<file path="config.mk">
export PLATFORM = sky130hd
export DESIGN_NAME = half_log2_iterative
export DESIGN_NICKNAME = d
export VERILOG_FILES = /design/src/rtl/half_log2_iterative.sv
export SDC_FILE = /design/constraint.sdc
export NUM_CORES = 1
export LEC_CHECK = 0
export ABC_AREA = 0
export BUFFER_PORTS_ARGS = -buffer_cell sky130_fd_sc_hd__buf_4
export CELL_PAD_IN_SITES_DETAIL_PLACEMENT = 1
export CELL_PAD_IN_SITES_GLOBAL_PLACEMENT = 2
export CORE_ASPECT_RATIO = 0.5
export CORE_MARGIN = 3
export CORE_UTILIZATION = 37
export CTS_BUF_LIST = sky130_fd_sc_hd__clkbuf_4 sky130_fd_sc_hd__clkbuf_8 sky130_fd_sc_hd__clkbuf_16
export CTS_CLUSTER_DIAMETER = 120
export DETAILED_ROUTE_END_ITERATION = 16
export GPL_ROUTABILITY_DRIVEN = 0
export PLACE_DENSITY_LB_ADDON = 0.1
export SYNTH_ARGS = -nofsm -noshare
export SYNTH_HDL_FRONTEND = slang
export SYNTH_SLANG_ARGS = --single-unit
export TNS_END_PERCENT = 1
</file>
<file path="constraint.sdc">
create_clock -name clk -period 8 [get_ports clk]
set_clock_uncertainty 0.15 [all_clocks]
set_input_delay 2 -clock clk [delete_from_list [all_inputs] [get_ports clk]]
set_output_delay 2 -clock clk [all_outputs]
set_load 0.02 [all_outputs]
</file>
<file path="src/rtl/half_log2_iterative.sv">
// Iterative binary16 log2: exponent gives the integer part, repeated squaring of the
// mantissa yields one fraction bit per clock, then the fixed-point result is packed to binary16.
module half_log2_iterative #(
    parameter int FRAC_BITS = 14,
    parameter int GUARD     = 4
) (
    input  logic        clk,
    input  logic        rstn,
    input  logic        in_valid,
    input  logic [15:0] a,
    output logic        in_ready,
    output logic        out_valid,
    output logic [15:0] c
);
    localparam int YW = FRAC_BITS + GUARD + 2;  // Q2.(FRAC_BITS+GUARD)
    localparam int VW = 6 + FRAC_BITS;          // {E,F} signed fixed point
    localparam int CW = $clog2(FRAC_BITS + 1);

    typedef enum logic [1:0] {IDLE, ITER, PACK, OUT} state_t;

    state_t               state_q, state_d;
    logic [CW-1:0]        cnt_q, cnt_d;
    logic [YW-1:0]        y_q, y_d;
    logic [FRAC_BITS-1:0] f_q, f_d;
    logic [5:0]           e_q, e_d;
    logic                 spec_q, spec_d;
    logic [15:0]          spec_val_q, spec_val_d;
    logic [15:0]          c_q, c_d;

    // operand decode
    logic [4:0]    exp_f;
    logic [9:0]    mant, sub_m;
    logic [3:0]    lz;
    logic [5:0]    dec_e;
    logic [YW-1:0] dec_y;
    logic          dec_spec;
    logic [15:0]   dec_spec_val;

    always_comb begin
        exp_f = a[14:10];
        mant  = a[9:0];
        lz    = 4'd0;
        for (int i = 0; i < 10; i++)
            if (mant[i]) lz = 4'(9 - i);
        sub_m = mant << (lz + 4'd1);
        if (exp_f == 5'd0) begin
            dec_e = 6'd0 - 6'd15 - {2'b00, lz};
            dec_y = {2'b01, sub_m, {(YW-12){1'b0}}};
        end else begin
            dec_e = {1'b0, exp_f} - 6'd15;
            dec_y = {2'b01, mant, {(YW-12){1'b0}}};
        end
        dec_spec     = 1'b0;
        dec_spec_val = 16'h0000;
        if (exp_f == 5'h1f) begin
            dec_spec     = 1'b1;
            dec_spec_val = (mant != 10'd0 || a[15]) ? 16'h7E00 : 16'h7C00;
        end else if (exp_f == 5'd0 && mant == 10'd0) begin
            dec_spec     = 1'b1;
            dec_spec_val = 16'hFC00;
        end else if (a[15]) begin
            dec_spec     = 1'b1;
            dec_spec_val = 16'h7E00;
        end
    end

    // one squaring step; the product is Q4.2(FRAC_BITS+GUARD), realigned back to Q2
    logic [YW-1:0] y_sq, y_next;
    logic          f_bit;

    always_comb begin
        y_sq   = YW'(({{YW{1'b0}}, y_q} * {{YW{1'b0}}, y_q}) >> (FRAC_BITS + GUARD));
        f_bit  = y_sq[YW-1];
        y_next = f_bit ? (y_sq >> 1) : y_sq;
    end

    // pack {E,F} into binary16 with round-to-nearest-even
    logic [VW-1:0] v, mag;
    logic [VW-2:0] norm;
    logic [4:0]    pos, exp_b;
    logic [10:0]   mant_r;
    logic          rnd, sticky, inc;
    logic [15:0]   pack_c;

    always_comb begin
        v   = {e_q, f_q};
        mag = v[VW-1] ? (~v + VW'(1)) : v;
        pos = 5'd0;
        for (int i = 0; i < VW; i++)
            if (mag[i]) pos = 5'(i);
        // leading one lands just above norm, so norm holds only the bits below it
        norm   = (VW-1)'(mag << (5'(VW - 1) - pos));
        rnd    = norm[VW-12];
        sticky = |norm[VW-13:0];
        inc    = rnd & (sticky | norm[VW-11]);
        mant_r = {1'b0, norm[VW-2 -: 10]} + {10'd0, inc};
        exp_b  = pos + 5'd1 + {4'd0, mant_r[10]};
        pack_c = {v[VW-1], exp_b, mant_r[9:0]};
        if (mag == '0)
            pack_c = 16'h0000;
        if (spec_q)
            pack_c = spec_val_q;
    end

    assign in_ready  = (state_q == IDLE) || (state_q == OUT);
    assign out_valid = (state_q == OUT);
    assign c         = c_q;

    always_comb begin
        state_d    = state_q;
        cnt_d      = cnt_q;
        y_d        = y_q;
        f_d        = f_q;
        e_d        = e_q;
        spec_d     = spec_q;
        spec_val_d = spec_val_q;
        c_d        = c_q;
        case (state_q)
            IDLE, OUT: begin
                if (in_valid) begin
                    state_d    = ITER;
                    cnt_d      = '0;
                    y_d        = dec_y;
                    e_d        = dec_e;
                    f_d        = '0;
                    spec_d     = dec_spec;
                    spec_val_d = dec_spec_val;
                end else begin
                    state_d = IDLE;
                end
            end
            ITER: begin
                // the closing ITER cycle only hands the finished F on to PACK
                if (cnt_q == CW'(FRAC_BITS)) begin
                    state_d = PACK;
                end else begin
                    y_d   = y_next;
                    f_d   = {f_q[FRAC_BITS-2:0], f_bit};
                    cnt_d = cnt_q + CW'(1);
                end
            end
            PACK: begin
                state_d = OUT;
                c_d     = pack_c;
            end
            default: state_d = IDLE;
        endcase
    end

    always_ff @(posedge clk) begin
        if (!rstn) begin
            state_q    <= IDLE;
            cnt_q      <= '0;
            y_q        <= '0;
            f_q        <= '0;
            e_q        <= '0;
            spec_q     <= 1'b0;
            spec_val_q <= 16'h0000;
            c_q        <= 16'h0000;
        end else begin
            state_q    <= state_d;
            cnt_q      <= cnt_d;
            y_q        <= y_d;
            f_q        <= f_d;
            e_q        <= e_d;
            spec_q     <= spec_d;
            spec_val_q <= spec_val_d;
            c_q        <= c_d;
        end
    end
endmodule

</file>
==> impl_metrics.json, run 1 <==
{
  "status": "finished clean",
  "synth_nets": 2367,
  "dp_hpwl_um": 41400,
  "highest_layer": "met4",
  "seqCellArea_um2": 1290,
  "postPlaceCellArea_um2": 17300,
  "setup_viol": 0,
  "path_class": "flip-flop to flip-flop",
  "crit_top_cell": "fa_1",
  "swShare_pct": 54.6,
  "power_uw": 3240,
  "core-area_um2": 42600,
  "routed_wl_um": 49300,
  "drv_slew": 0,
  "syn_inst": 1927,
  "fin_nets": 2382,
  "syn_avg_cell_area_um2": 8.39,
  "grt_max_degree": 40,
  "wl_met1_um": 24100,
  "ys_warn_count": 0,
  "area_delta_synth_final_pct": 8.96,
  "clkSinkCount": 64,
  "die_height_um": 154,
  "grt_pass1_wl_um": 80800,
  "intPower_uw": 1470,
  "drc": 0,
  "hold_class": "flip-flop to flip-flop",
  "clkSlewWorstSetupHoldPaths_ns": 0.06,
  "clk-insertion-delay-late_ns": 0.36,
  "overflow": 0,
  "dp_cells": 2507,
  "fin_crit_sh_pct": 94.7,
  "final_common_cell": "inv_1",
  "drt-initial-drc-count": 562,
  "multi_input_area_um2": 13100,
  "cts.htree.levels": 3,
  "start_util_pct": 38.0,
  "dieArea_um2": 46400,
  "route.met2.wl_um": 23500,
  "yosys_register_bits": 64,
  "wl_met3_um": 982,
  "cts-root-buf": "clkbuf_16",
  "antenna_found_initial": 0,
  "drive_above_1_share_pct": 8.94,
  "numCtsBuffers": 9,
  "p_leak_uw": 0.00894,
  "numPortBuffers": 36,
  "num_vias": 13100,
  "io_pins": 37,
  "drt-vias-per-instance": 5.18,
  "firstDrtPassIters": 5,
  "grtUsageTotal_pct": 22.1,
  "max-clock-path-buffers": 2,
  "slew_headroom_pct": 29.2,
  "cp_top_family": "adder cells",
  "layout_common_cells": "386 x inv_1, 252 x fa_1, 169 x nand2_1, 169 x ha_1, 118 x nor2_1",
  "worstPathArrival_ns": 7.66,
  "dominantRegCellSynth": "dfxtp_1",
  "grt_pass1_vias": 14300,
  "period_needed_ns": 7.57,
  "yosysSeqAreaShare_pct": 7.92,
  "switching_power_uw": 1770,
  "fill_cells": 5125,
  "clkPwrFrac_pct": 12.8,
  "worstMarginPinSlew_ns": 1.06,
  "worst_setup_path_end_kind": "flip-flop",
  "critPathMaxFanout": 9,
  "rrSetupSlack_ns": 0.43,
  "async_reset_ff_share_pct": 0,
  "synth-edff-count": 0,
  "tritoncts": "yes",
  "insertedDiodeCount": 0,
  "sequentialPowerShare_pct": 14.4,
  "chipWidth_um": 302,
  "share_comb_of_total_power_pct": 72.8,
  "utilization_pct": 41.4,
  "start_kind": "flip-flop",
  "ir_drop_mv": 0.164,
  "fmax_mhz": 132,
  "required_ns": 8.09,
  "holdWs_ns": 0.304,
  "powerDensity_nw_per_um2": 184,
  "final_cells": 2524,
  "slowest_delay_ns": 0.56,
  "rows": 53,
  "synth_area_um2": 16200,
  "critical-path-slowest-cell": "dfxtp_1",
  "ys_types": 100,
  "ant_nets": 0,
  "rsz0062_at_grt": "no",
  "finalHoldViolations": 0,
  "fin_area_um2": 17600,
  "maxCapViolCount": 0,
  "path_buf_inv": 7,
  "wl_per_cell_um": 19.5
}
[power groups by stage]
| stage | clock [uW] | sequential [uW] | combinational, uW |
|---|---|---|---|
| after CTS | 423 | 467 | 2370 |
| after global placement | 0 | 470 | 2340 |
| after global routing | 436 | 479 | 2630 |
| after detailed placement | 0 | 473 | 2350 |
| after floorplan | 0 | 437 | 1580 |
| final | 415 | 467 | 2360 |
[synthesized netlist by cell type, drive strengths merged (13+ instances only)]
library cell | instances | area (um^2)
a21o | 13 | 97.6
or2 | 13 | 81.3
o211ai | 14 | 105
inv | 387 | 1450
nand2 | 169 | 634
nand3 | 43 | 215
and2 | 79 | 494
nor2 | 120 | 465
o22ai | 16 | 100
nand2b | 14 | 87.6
xor2 | 22 | 200
a21oi | 95 | 479
buf | 14 | 92.6
xnor2 | 43 | 384
a221o | 13 | 130
fa | 252 | 5040
clkbuf | 76 | 285
mux2i | 21 | 210
a211oi | 16 | 135
ha | 169 | 2110
dfxtp | 64 | 1280
nor3 | 29 | 145
o21ai | 65 | 337
[metrics by stage]
step                setup WS [ns]  TNS (ns)
floorplan                   0.395         0
detailed placement        -0.0779    -0.652
CTS                         0.137         0
finish                      0.427         0
global route               0.0330         0
global placement           0.0821         0
[flip-flops by register name, summed over array words and instances (netlist names)]
| name | cells |
|---|---|
| f_q | 14 |
| e_q | 6 |
| c | 16 |
| spec_q | 1 |
| spec_val_q | 2 |
| cnt_q | 4 |
| y_q | 19 |
| state_q | 2 |
[cell type report]
type / count / area share (%)
multi-input cells: 1385 / 74.4
inverters: 388 / 8.27
flip-flops and latches: 64 / 7.30
repair buffers: 94 / 4.22
well taps: 577 / 4.10
clock buffers: 10 / 1.32
clock inverters: 6 / 0.398
[final timing paths]
path / startpoint / end / cells past startpoint
hold reg to reg: c[7] / c[7] / 2
hold / removal: c[7] / c[7] / 2
setup / recovery: y_q[5] / y_q[6] / 27
setup reg to reg: y_q[5] / y_q[6] / 27
[per-layer routing]
metal | up-vias | GRT usage, %
met5 | - | 0
met4 | 0 | 4.03
met3 | 41 | 2.41
met2 | 116 | 37.4
met1 | 6630 | 30.9
li1 | 6284 | -
[logic make-up after synthesis]
group,share of synthesized area [%]
and+or+nand+nor,16.6
buffers and inverters,11.4
adders and majority gates,44.3
AOI/OAI and AO/OA,14.6
xor gates and xnor gates,3.61
DFF,7.92
muxes,1.60
[worst min-delay path: stages, from the launching register on]
cell and delay [ns]:
dfxtp_1 0.31, nand2_1 0.05, o21ai_1 0.05
[what timing repair did]
action                                  4_1_cts  5_1_grt
hold buffers                                  0        0
pin swaps                                     0        2
buffers inserted                              0        1
gates resized for setup                       2       11
endpoints found under the setup margin       15       20
Note: power is estimated with default switching activity, not from simulation.
==> run 2: changes to the inputs <==
Settings changed: BUFFER_PORTS_ARGS -buffer_cell sky130_fd_sc_hd__buf_4 to -buffer_cell sky130_fd_sc_hd__buf_2.
==> run 2 against run 1 <==
Against the previous run: combinational power hardly changed; core utilization is 0.14 points lower; flip-flop and latch count stayed put; sequential share of layout area is 0.061 points higher; total power is 0.43% higher; clock power is 1% lower; via count is 3.2% higher.
==> impl_metrics.json, run 2 (synthesized netlist as in run 1, its figures left out) <==
{
  "rows": 53,
  "io_pins": 37,
  "grt_max_degree": 45,
  "num_vias": 13500,
  "antenna_found_initial": 0,
  "fin_nets": 2388,
  "period_needed_ns": 7.60,
  "worstMarginPinSlew_ns": 1.07,
  "chipWidth_um": 302,
  "routed_wl_um": 50800,
  "tritoncts": "yes",
  "seqCellArea_um2": 1290,
  "drive_above_1_share_pct": 9.32,
  "worst_setup_path_end_kind": "flip-flop",
  "grt_pass1_wl_um": 82700,
  "drv_slew": 0,
  "required_ns": 8.07,
  "clkSlewWorstSetupHoldPaths_ns": 0.06,
  "layout_common_cells": "385 x inv_1, 252 x fa_1, 169 x nand2_1, 169 x ha_1, 116 x nor2_1",
  "finalHoldViolations": 0,
  "hold_class": "flip-flop to flip-flop",
  "largest_reg_flops": 19,
  "fin_crit_sh_pct": 95.0,
  "die_height_um": 154,
  "critical-path-slowest-cell": "fa_1",
  "final_cells": 2530,
  "groute.layer.met2.usage_pct": 40.4,
  "wl_per_cell_um": 20.1,
  "utilization_pct": 41.2,
  "critPathMaxFanout": 7,
  "path_class": "flip-flop to flip-flop",
  "overflow": 0,
  "worstPathArrival_ns": 7.67,
  "max-clock-path-buffers": 2,
  "fill_cells": 5072,
  "numPortBuffers": 36,
  "rsz0062_at_grt": "no",
  "dp_cells": 2512,
  "cts-hold-fix-buffers": 0,
  "setup_tns_ns": 0,
  "start_util_pct": 38.0,
  "drt-initial-drc-count": 665,
  "use_met3_pct": 2.55,
  "fin_ws_ns": 0.399,
  "p_leak_uw": 0.00893,
  "setup_viol": 0,
  "grtUsageTotal_pct": 22.6,
  "holdWs_ns": 0.293,
  "drc": 0,
  "pre_cts_ws_ns": -0.0841,
  "drt-vias-per-instance": 5.33,
  "grt_pass1_vias": 15000,
  "area_delta_synth_final_pct": 8.58,
  "final_common_cell": "inv_1",
  "clk-insertion-delay-late_ns": 0.34,
  "dieArea_um2": 46400,
  "slowest_delay_ns": 0.54,
  "start_kind": "flip-flop",
  "core-area_um2": 42600,
  "regMostFlops": "y_q",
  "ant_nets": 0,
  "cts-root-buf": "clkbuf_16",
  "multi_input_area_um2": 13100,
  "firstDrtPassIters": 5,
  "ir_drop_mv": 0.171,
  "maxCapViolCount": 0,
  "numCtsBuffers": 9,
  "grt-busiest-layer": "met2",
  "grtUsageMet1_pct": 29.4,
  "dp_hpwl_um": 42600,
  "status": "finished clean",
  "cts.htree.levels": 3,
  "clkSinkCount": 64,
  "powerDensity_nw_per_um2": 185,
  "slew_headroom_pct": 28.4,
  "insertedDiodeCount": 0,
  "fmax_mhz": 132,
  "crit_top_cell": "fa_1"
}
## run 2: cell type report
| cell class | instances | share of cell area (%) |
|---|---|---|
| Multi-Input combinational cell | 1385 | 74.5 |
| Inverter | 388 | 8.32 |
| Sequential cell | 64 | 7.36 |
| Tap cell | 577 | 4.11 |
| Timing Repair Buffer | 100 | 3.97 |
| Clock buffer | 11 | 1.40 |
| Clock inverter | 5 | 0.321 |
## run 2: final timing paths
path / to / slack, ns / start / cells past startpoint
max reg2reg: y_q[7] / 0.40 / y_q[11] / 27
min reg2reg: c[6] / 0.29 / c[6] / 2
max: y_q[7] / 0.40 / y_q[11] / 27
min: c[6] / 0.29 / c[6] / 2
## run 2: repair_timing
action | 4_1_cts | 5_1_grt
hold endpoints to repair | 0 | 0
pin swaps | 0 | 3
endpoints found under the setup margin | 15 | 20
resized for setup | 1 | 18
buffers inserted | 0 | 2
## run 2: per-layer routing
layer / routed length, um / part of all wire [%]
met4: 994 / 2.0
met5: 0 / 0
met1: 22900 / 45
met2: 25500 / 50
met3: 1370 / 2.7
## run 2: power by group
part | total [uW] | internal, uW | switching, uW
clock network | 409 | 253 | 156
registers | 465 | 376 | 89.3
logic | 2380 | 837 | 1540
total | 3250 | 1470 | 1790
## run 2: worst max-delay path, delay by kind of cell, from the launching register on
kind            cells  cell delay [ns]
simple gates        7             1.17
xor+xnor            1             0.23
fa+ha+maj           8             3.93
buf+inv             7             0.61
compound gates      4             0.98
flops               1             0.40
## run 2: through the flow
step	power (uW)	area [um^2]
floorplan	2020	16200
global placement	2780	17200
detailed placement	2830	17200
CTS	3270	17500
global route	3540	17600
finish	3250	17600
